File: src/rtl/sfx_pkg.sv
// Shared types and constants for the sound-effect tone generator.
//   sfx_state_e : effect FSM state (IDLE, FLAP, HIT)
//   sample_t    : 24-bit signed two's-complement audio sample
//   FLAP_AMP    : fixed flap amplitude
//   HIT_AMP     : initial hit amplitude before decay
package sfx_pkg;

    localparam int unsigned SAMPLE_W = 24;

    typedef logic [SAMPLE_W-1:0] sample_t;

    typedef enum logic [1:0] {
        IDLE = 2'd0,
        FLAP = 2'd1,
        HIT  = 2'd2
    } sfx_state_e;

    localparam sample_t FLAP_AMP = 24'h200000;
    localparam sample_t HIT_AMP  = 24'h400000;

endpackage

File: src/rtl/square_osc.sv
// Square-wave oscillator: half-period sample counter, phase toggle and sign
// application on a caller-supplied amplitude.
//   CLOCK_50  : clock
//   reset_n   : synchronous active-low reset
//   clear     : restart at count 0 with positive phase
//   advance   : one accepted sample
//   amp       : magnitude to output
//   sample_c  : +amp or -amp depending on phase (combinational)
module square_osc #(
    parameter int unsigned HALF = 24,
    parameter int unsigned W    = 24
) (
    input  logic         CLOCK_50,
    input  logic         reset_n,
    input  logic         clear,
    input  logic         advance,
    input  logic [W-1:0] amp,
    output logic [W-1:0] sample_c
);

    localparam int unsigned CNT_W = (HALF > 1) ? $clog2(HALF) : 1;
    localparam logic [CNT_W-1:0] CNT_LAST = CNT_W'(HALF - 1);

    logic [CNT_W-1:0] half_cnt;
    logic             phase_neg;

    // Half-period counter; phase flips after every HALF accepted samples.
    always_ff @(posedge CLOCK_50) begin
        if (!reset_n || clear) begin
            half_cnt  <= '0;
            phase_neg <= 1'b0;
        end else if (advance) begin
            if (half_cnt == CNT_LAST) begin
                half_cnt  <= '0;
                phase_neg <= ~phase_neg;
            end else begin
                half_cnt <= half_cnt + CNT_W'(1);
            end
        end
    end

    assign sample_c = phase_neg ? (~amp + W'(1)) : amp;

endmodule

File: src/rtl/sfx_tone_gen.sv
// Flap / hit sound-effect generator feeding an audio codec write port.
//   CLOCK_50        : clock
//   reset_n         : synchronous active-low reset
//   flap_trig       : one-cycle request for the flap effect
//   hit_trig        : one-cycle request for the hit effect (wins over flap)
//   write_ready     : codec can take a sample this cycle
//   write           : sample offered (always equals write_ready)
//   writedata_left  : registered signed sample
//   writedata_right : same sample as left
//   busy            : an effect is playing
module sfx_tone_gen
    import sfx_pkg::*;
#(
    parameter int unsigned FLAP_HALF = 24,
    parameter int unsigned FLAP_LEN  = 4800,
    parameter int unsigned HIT_HALF  = 96,
    parameter int unsigned HIT_LEN   = 14400,
    parameter int unsigned HIT_DECAY = 3600
) (
    input  logic        CLOCK_50,
    input  logic        reset_n,
    input  logic        flap_trig,
    input  logic        hit_trig,
    input  logic        write_ready,
    output logic        write,
    output logic [23:0] writedata_left,
    output logic [23:0] writedata_right,
    output logic        busy
);

    localparam int unsigned LEN_MAX = (FLAP_LEN > HIT_LEN) ? FLAP_LEN : HIT_LEN;
    localparam int unsigned LEN_W   = $clog2(LEN_MAX) + 1;
    localparam int unsigned DEC_W   = $clog2(HIT_DECAY) + 1;

    localparam logic [LEN_W-1:0] FLAP_LAST  = LEN_W'(FLAP_LEN - 1);
    localparam logic [LEN_W-1:0] HIT_LAST   = LEN_W'(HIT_LEN - 1);
    localparam logic [DEC_W-1:0] DECAY_LAST = DEC_W'(HIT_DECAY - 1);

    sfx_state_e       state;
    logic [LEN_W-1:0] len_cnt;
    logic [DEC_W-1:0] decay_cnt;
    sample_t          hit_amp;
    sample_t          sample_q;
    sample_t          flap_sample;
    sample_t          hit_sample;

    logic start_flap;
    logic start_hit;
    logic adv_flap;
    logic adv_hit;

    // The codec is never starved: silence is a valid sample.
    assign write = write_ready;

    // Trigger decode; a trigger discards any sample accepted on the same cycle.
    always_comb begin
        start_flap = 1'b0;
        start_hit  = 1'b0;
        case (state)
            IDLE, FLAP: begin
                if (hit_trig)       start_hit  = 1'b1;
                else if (flap_trig) start_flap = 1'b1;
            end
            HIT:     start_hit = hit_trig;
            default: ;
        endcase
        adv_flap = (state == FLAP) && write_ready && !start_flap && !start_hit;
        adv_hit  = (state == HIT)  && write_ready && !start_hit;
    end

    square_osc #(.HALF(FLAP_HALF), .W(SAMPLE_W)) u_flap_osc (
        .CLOCK_50 (CLOCK_50),
        .reset_n  (reset_n),
        .clear    (start_flap),
        .advance  (adv_flap),
        .amp      (FLAP_AMP),
        .sample_c (flap_sample)
    );

    square_osc #(.HALF(HIT_HALF), .W(SAMPLE_W)) u_hit_osc (
        .CLOCK_50 (CLOCK_50),
        .reset_n  (reset_n),
        .clear    (start_hit),
        .advance  (adv_hit),
        .amp      (hit_amp),
        .sample_c (hit_sample)
    );

    // Effect FSM, length counter, hit decay and output register.
    always_ff @(posedge CLOCK_50) begin
        if (!reset_n) begin
            state     <= IDLE;
            len_cnt   <= '0;
            decay_cnt <= '0;
            hit_amp   <= '0;
            sample_q  <= '0;
            busy      <= 1'b0;
        end else begin
            // Output reflects the current state/phase/amplitude one cycle later.
            case (state)
                FLAP:    sample_q <= flap_sample;
                HIT:     sample_q <= hit_sample;
                default: sample_q <= '0;
            endcase

            if (start_hit) begin
                state     <= HIT;
                len_cnt   <= '0;
                decay_cnt <= '0;
                hit_amp   <= HIT_AMP;
                busy      <= 1'b1;
            end else if (start_flap) begin
                state     <= FLAP;
                len_cnt   <= '0;
                decay_cnt <= '0;
                busy      <= 1'b1;
            end else if (adv_flap) begin
                if (len_cnt == FLAP_LAST) begin
                    state   <= IDLE;
                    len_cnt <= '0;
                    busy    <= 1'b0;
                end else begin
                    len_cnt <= len_cnt + LEN_W'(1);
                end
            end else if (adv_hit) begin
                if (len_cnt == HIT_LAST) begin
                    state     <= IDLE;
                    len_cnt   <= '0;
                    decay_cnt <= '0;
                    hit_amp   <= '0;
                    busy      <= 1'b0;
                end else begin
                    len_cnt <= len_cnt + LEN_W'(1);
                    if (decay_cnt == DECAY_LAST) begin
                        decay_cnt <= '0;
                        hit_amp   <= {hit_amp[SAMPLE_W-1], hit_amp[SAMPLE_W-1:1]};
                    end else begin
                        decay_cnt <= decay_cnt + DEC_W'(1);
                    end
                end
            end
        end
    end

    assign writedata_left  = sample_q;
    assign writedata_right = sample_q;

endmodule

File: config.mk
export PLATFORM = sky130hd
export DESIGN_NAME = sfx_tone_gen
export DESIGN_NICKNAME = d
export VERILOG_FILES = /design/src/rtl/sfx_pkg.sv /design/src/rtl/square_osc.sv /design/src/rtl/sfx_tone_gen.sv
export SDC_FILE = /design/constraint.sdc
export NUM_CORES = 1
export LEC_CHECK = 0
export BUFFER_PORTS_ARGS = -buffer_cell sky130_fd_sc_hd__buf_2
export CAP_MARGIN = 30
export CORE_UTILIZATION = 50
export CTS_CLUSTER_DIAMETER = 80
export DETAILED_ROUTE_END_ITERATION = 8
export PLACE_DENSITY = 0.69
export SLEW_MARGIN = 20
export SYNTH_ARGS = -nofsm -noshare
export SYNTH_HDL_FRONTEND = slang
export SYNTH_SLANG_ARGS = --single-unit
File: constraint.sdc
create_clock -name CLOCK_50 -period 2.9 [get_ports CLOCK_50]
set_clock_uncertainty 0.2 [all_clocks]
set_input_delay 0.58 -clock CLOCK_50 [delete_from_list [all_inputs] [get_ports CLOCK_50]]
set_output_delay 0.58 -clock CLOCK_50 [all_outputs]
set_load 0.005 [all_outputs]
==> results of run 1 <==
[cell type report]
cell class / count / area [µm²] / area share [%]
Inverter: 6 / 22.52 / 0.4402
Clock buffer: 10 / 137.6 / 2.690
Timing Repair Buffer: 67 / 367.9 / 7.190
Clock inverter: 6 / 70.07 / 1.370
Tap cell: 111 / 138.9 / 2.715
Sequential cell: 92 / 1842 / 36.00
Multi-Input combinational cell: 396 / 2537 / 49.60
[cells by family (layout without fill, tap and decap cells)]
kind of cell / Yosys count / after routing
xor+xnor: 42 / 42
fa+ha+maj: 9 / 9
mux: 5 / 5
flops: 92 / 92
simple gates: 261 / 261
compound gates: 79 / 79
buf+inv: 58 / 89
[Yosys cell counts (3+ instances only)]
master	count
o31ai_1	6
or4_1	8
and4_1	3
nand2_1	68
and2_1	3
nor3b_1	4
nor2b_1	6
nand4b_1	3
dfxtp_1	92
nor2_1	46
nand4_1	14
nor4_1	6
and3_1	9
o21ai_2	22
clkbuf_1	17
mux2i_1	5
xnor2_1	19
nand3_2	18
xor2_1	23
a2bb2oi_2	3
nand3_1	29
o21ai_0	15
a21oi_1	15
a31oi_1	5
ha_1	9
inv_1	6
buf_1	4
buf_6	5
or3_1	3
buf_4	26
nor3_1	29
[state kept, by name (all words and copies together), names as in the netlist]
signal	flops
writedata_left	24
hit_amp	23
len_cnt	15
decay_cnt	13
u_hit_osc.half_cnt	7
u_flap_osc.half_cnt	5
state	2
busy	1
u_flap_osc.phase_neg	1
u_hit_osc.phase_neg	1
[worst max-delay path: stages, from the launching register on]
cell	delay, ns
dfxtp_1	0.37
ha_1	0.27
or4bb_1	0.57
nor4_4	0.27
o2111ai_4	0.13
buf_4	0.37
nand3_1	0.19
o21ai_2	0.06
[layer usage]
layer	vias to the layer above	share of wire, %	global-route usage, %
met5	-	0	0
met4	0	1.3	7.127
met3	12	2.6	3.865
met2	68	51	36.75
met1	1815	45	23.90
li1	1952	-	-
[per-stage QoR]
| step | power (µW) | area [µm²] |
|---|---|---|
| 6_report | 2269 | 5116 |
| 5_1_grt | 2361 | 5116 |
| 4_1_cts | 2299 | 5116 |
| 3_5_place_dp | 1411 | 4908 |
| 3_3_place_gp | 1408 | 4908 |
| 2_1_floorplan | 1376 | 4732 |
[worst max-delay path by stage]
stage	endpoint	start	cells after the start
2_1_floorplan	busy	hit_trig	7
3_3_place_gp	len_cnt[10]	hit_trig	7
3_5_place_dp	len_cnt[13]	hit_trig	7
4_1_cts	hit_amp[17]	len_cnt[0]	7
5_1_grt	hit_amp[17]	len_cnt[0]	7
6_report	hit_amp[17]	len_cnt[0]	7
[power by group]
group	internal (µW)	leakage, µW	switching [µW]	total, µW
Clock	430	0.000107	459	888
Combinational	30.4	0.00107	75.1	105
Sequential	1270	0.000742	6.63	1280
==> metrics, run 1 <==
detailed-router iteration count before antenna repair=6; Routed Wire Length=9445 µm; Clk pin slew, worst setup/hold paths=0.09 ns; number of slew-limit violations in the final report=0; FF-to-FF End=hit_amp[17]; wire length of the first global-routing pass=16500 µm; Clock Root Buffer=clkbuf_8; CTS sink count=92; final RePlAce weighted congestion=0.8034; xor/xnor cell area share of the yosys netlist=7.774%; Hold Slack=0.2649 ns; Critical Path AT=2.58 ns; Antenna Violating Nets Remaining=0; dominant combinational cell family by area after synthesis=simple AND/OR/NAND/NOR gates; end point of the worst hold path=busy; Die Footprint=9858 µm²; multiplexer share of the synthesized area=1.058%; average wire length per cell after detail routing=13.73 µm; total power per unit cell area=443.5 nW/µm²; Crit. End Element=register; number of warnings reported in the yosys synthesis log=0; CTS-repair resized insts=0; Mapped Avg Cell Area=8.667 µm²; number of H-tree levels=3; Netlist Area Pre-Place=4732 µm²; Rel. slew slack=42.60%; number of maximum-capacitance constraint violations=0; least setup slack across all paths after layout=0.3535 ns; share of flip-flops with an asynchronous set or reset=0%; initial core utilization=51.46%; share of the core filled with cells=55.63%; number of antenna violations at the first check in global routing=0; via count of the first global-routing pass=3642; TritonCTS clock tree=yes; commonest cells after routing, fill and taps aside=dfxtp_1, nand2_1, buf_2; number of enable flip-flop cells after synthesis=0; cts bufs inserted=9; number of vias after detailed routing=3847; Post-Place Cells=672; Max IR drop VDD=0.0002929 V; global-route congestion overflow total=0; simple-gate portion of the synthesized area=29.93%; dpl hpwl=6622 µm; slack of the worst reg-to-reg path=0.35 ns; unrepaired setup endpoints after global routing=false; count of cell types in the netlist=51; synthesized-area fraction occupied by ao, oa, aoi and oai cells=12.48%; run status=completed; aggregate negative setup slack=0 ns; hold path startpoint=busy; proportion of synthesized chip area in sequential cells=38.92%; # Post-CTS Setup Buffers=0; Fin. Hold Viols=0; cell type contributing the most total cell area after synthesis=dfxtp_1; top cells by area, synth=dfxtp_1, nand2_1, xor2_1, buf_4, o21ai_2; maximum frequency from static timing analysis=392.7 MHz; required time at the endpoint of the critical path=2.93 ns; static leakage=0.001924 µW; synthesis-stage register bit count=92; Cells after Synth=546; cell count of the worst hold path=2; floorplan die height=99.29 µm; worst-skew pair later-pin latency=0.36 ns; share of synthesized cell area in full adder, half adder and majority cells=2.380%; clock buffer depth=2; WS Path Type=register to register; Tightest Pin Transition=0.8599 ns; share of cells above drive strength 1=23.57%; maximum number of pins on one net before global-route repair=45; final layout net count=586; residual DRC count=0; Core ar.=9196 µm²; GRT Resource Usage Total=20.30%; synthesis-to-finish area growth=8.117%; Setup WS pre-CTS=0.3383 ns; floorplan die width=99.29 µm; vias per std cell=5.592; startpoint of the most critical register-to-register path=len_cnt[0]; number of DRC violations after detailed-routing iteration 0=140; post-route insts no fill=688; kind of path behind the tightest hold check=register to register; predominant post-synthesis flop cell=dfxtp_1; most frequent standard cell in the layout excluding fill and tap cells=dfxtp_1; post-layout min period=2.546 ns; Critical Path Fanout Max=44; layout filler cell count=872; number of top-level pins=55; total of endpoints with negative setup slack in the final report=0; ANT cells=0; syn nets=560; number of hold buffers added after CTS=0; period utilization=87.81%; Std-Cell Rows=35; startpoint kind of the worst setup timing path=register; FF-to-FF path depth=7; Port-buffer cells=54; share of Yosys cell area claimed by the top area cell type=38.92%
Power figures use the tool's default switching activity.
==> run 2, diff against run 1 <==
--- a/config.mk
+++ b/config.mk
@@ -7,11 +7,11 @@
 export LEC_CHECK = 0
 export BUFFER_PORTS_ARGS = -buffer_cell sky130_fd_sc_hd__buf_2
 export CAP_MARGIN = 30
+export CORE_MARGIN = 5
 export CORE_UTILIZATION = 50
 export CTS_CLUSTER_DIAMETER = 80
 export DETAILED_ROUTE_END_ITERATION = 8
 export PLACE_DENSITY = 0.69
-export SLEW_MARGIN = 20
 export SYNTH_ARGS = -nofsm -noshare
 export SYNTH_HDL_FRONTEND = slang
 export SYNTH_SLANG_ARGS = --single-unit
==> run 2 against run 1 <==
Net effect: cell count increased by 2.8%; largest cell class unchanged; final area increased by 1.1%; sequential share of layout area decreased by 0.40 points; via count decreased by 1.7%; largest power group unchanged; power increased by 3.4%; critical endpoint is now len_cnt[14]; combinational power about the same; clock-buffer cell count decreased by 1; worst setup slack improved by 0.11 ns; critical path depth unchanged; clock power increased by 8.7%; utilization increased by 0.36 points.
==> metrics, run 2 (synthesis results as in run 1) <==
kind of path behind the tightest hold check=register to register (unchanged); dpl hpwl=6641 µm (was 6622 µm); vias per std cell=5.348 (was 5.592); aggregate negative setup slack=0 ns (unchanged); most frequent standard cell in the layout excluding fill and tap cells=dfxtp_1 (unchanged); number of H-tree levels=3 (unchanged); run status=completed (unchanged); fin area=5174 µm² (was 5116 µm²); Std-Cell Rows=35 (unchanged); Post-DP Area=4951 µm² (was 4908 µm²); Routed Wire Length=9336 µm (was 9445 µm); Die Footprint=11510 µm² (was 9858 µm²); wire length of the first global-routing pass=15980 µm (was 16500 µm); Core ar.=9240 µm² (was 9196 µm²); total power per unit cell area=453.5 nW/µm² (was 443.5 nW/µm²); clock buffer depth=2 (unchanged); Rel. slew slack=58.13% (was 42.60%); Port-buffer cells=54 (unchanged); floorplan die height=107.3 µm (was 99.29 µm); floorplan die width=107.3 µm (was 99.29 µm); Fin. Hold Viols=0 (unchanged); number of hold buffers added after CTS=0 (unchanged); number of DRC violations after detailed-routing iteration 0=146 (was 140); Clock Root Buffer=clkbuf_8 (unchanged); total of endpoints with negative setup slack in the final report=0 (unchanged); number of antenna violations at the first check in global routing=0 (unchanged); area taken by flip-flops and latches=1842 µm² (unchanged); initial core utilization=51.21% (was 51.46%); Setup WS pre-CTS=0.4318 ns (was 0.3383 ns); static leakage=0.001944 µW (was 0.001924 µW); required time at the endpoint of the critical path=2.95 ns (was 2.93 ns); final layout net count=587 (was 586); TritonCTS clock tree=yes (unchanged); Crit. End Element=register (unchanged); # Post-CTS Setup Buffers=0 (unchanged); Internal Power=1792 µW (was 1729 µW); Clk pin slew, worst setup/hold paths=0.10 ns (was 0.09 ns); post-layout min period=2.432 ns (was 2.546 ns); clock share of power=41.1% (was 39.2%); detailed-router iteration count before antenna repair=5 (was 6); synthesis-to-finish area growth=9.334% (was 8.117%); max reg flops=24 (unchanged); number of vias after detailed routing=3781 (was 3847); number of maximum-capacitance constraint violations=0 (unchanged); average wire length per cell after detail routing=13.21 µm (was 13.73 µm); final RePlAce weighted congestion=0.8501 (was 0.8034); maximum number of pins on one net before global-route repair=45 (unchanged); Sw Share=23.61% (was 23.82%); global-route congestion overflow total=0 (unchanged); number of top-level pins=55 (unchanged); unrepaired setup endpoints after global routing=false (unchanged); via count of the first global-routing pass=3392 (was 3642); CTS sink count=92 (unchanged); least setup slack across all paths after layout=0.4678 ns (was 0.3535 ns); GRT Resource Usage Total=16.79% (was 20.30%); combinational cell fraction of total power=4.5% (was 4.6%); CTS-repair resized insts=0 (unchanged); worst-skew pair later-pin latency=0.37 ns (was 0.36 ns); Tightest Pin Transition=0.6263 ns (was 0.8599 ns); Critical Path Fanout Max=15 (was 44); Critical Path AT=2.48 ns (was 2.58 ns); share of cells above drive strength 1=23.70% (was 23.57%); WS Path Type=register to register (unchanged); Antenna Violating Nets Remaining=0 (unchanged); maximum frequency from static timing analysis=411.1 MHz (was 392.7 MHz); Max IR drop VDD=0.0002243 V (was 0.0002929 V); period utilization=83.87% (was 87.81%); layout filler cell count=872 (unchanged); cts bufs inserted=9 (unchanged); ANT cells=0 (unchanged); Net Sw Power=553.9 µW (was 540.5 µW); number of slew-limit violations in the final report=0 (unchanged); area of the multi-input gates=2537 µm² (unchanged); commonest cells after routing, fill and taps aside=dfxtp_1, nand2_1, buf_2 (unchanged); sequential fraction of design power=54.3% (was 56.2%); residual DRC count=0 (unchanged); startpoint kind of the worst setup timing path=register (unchanged)
==> run 2: final timing paths <==
| path | depth (start not counted) | slack, ns | to | start |
|---|---|---|---|---|
| setup / recovery | 7 | 0.47 | len_cnt[14] | state[1] |
| hold reg to reg | 2 | 0.28 | u_hit_osc.half_cnt[1] | u_hit_osc.half_cnt[1] |
| setup reg to reg | 7 | 0.47 | len_cnt[14] | state[1] |
| hold / removal | 2 | 0.28 | u_hit_osc.half_cnt[1] | u_hit_osc.half_cnt[1] |
==> run 2: critical path, cell delays in order, from the launching register on <==
cell      delay (ns)
dfxtp_1         0.41
ha_1            0.20
nand2b_1        0.26
nand4_2         0.28
or3_1           0.46
a21oi_2         0.18
buf_4           0.23
nor3_1          0.08
==> run 2: cell type report <==
class | instances | area share [%]
Clock buffer | 9 | 2.394
Clock inverter | 7 | 1.911
Inverter | 6 | 0.4353
Multi-Input combinational cell | 396 | 49.04
Sequential cell | 92 | 35.60
Tap cell | 129 | 3.120
Timing Repair Buffer | 68 | 7.497
==> run 2: layer usage <==
| metal | part of all wire (%) | track usage [%] | up-vias |
|---|---|---|---|
| li1 | - | - | 1955 |
| met1 | 45 | 22.10 | 1747 |
| met2 | 49 | 28.02 | 68 |
| met3 | 4.3 | 3.539 | 11 |
| met4 | 1.2 | 4.292 | 0 |
| met5 | 0 | 0 | - |
==> run 2: through the flow <==
| stage | hold WS, ns | power (µW) | util [%] | std cells |
|---|---|---|---|---|
| after detailed placement | 0.2683 | 1412 | 53.58 | 691 |
| after CTS | 0.2821 | 2362 | 55.99 | 707 |
| after floorplan | 0.2457 | 1376 | - | 546 |
| after global routing | 0.3158 | 2449 | 55.99 | 707 |
| after global placement | 0.2607 | 1410 | 53.58 | 691 |
| final | 0.2780 | 2346 | 55.99 | 707 |
==> run 2: power by group through the flow <==
stage	Combinational, µW	Clock [µW]	Sequential [µW]
2_1_floorplan	72.8	0	1300
3_3_place_gp	106	0	1300
3_5_place_dp	107	0	1300
4_1_cts	108	979	1270
5_1_grt	119	1050	1280
6_report	106	965	1270
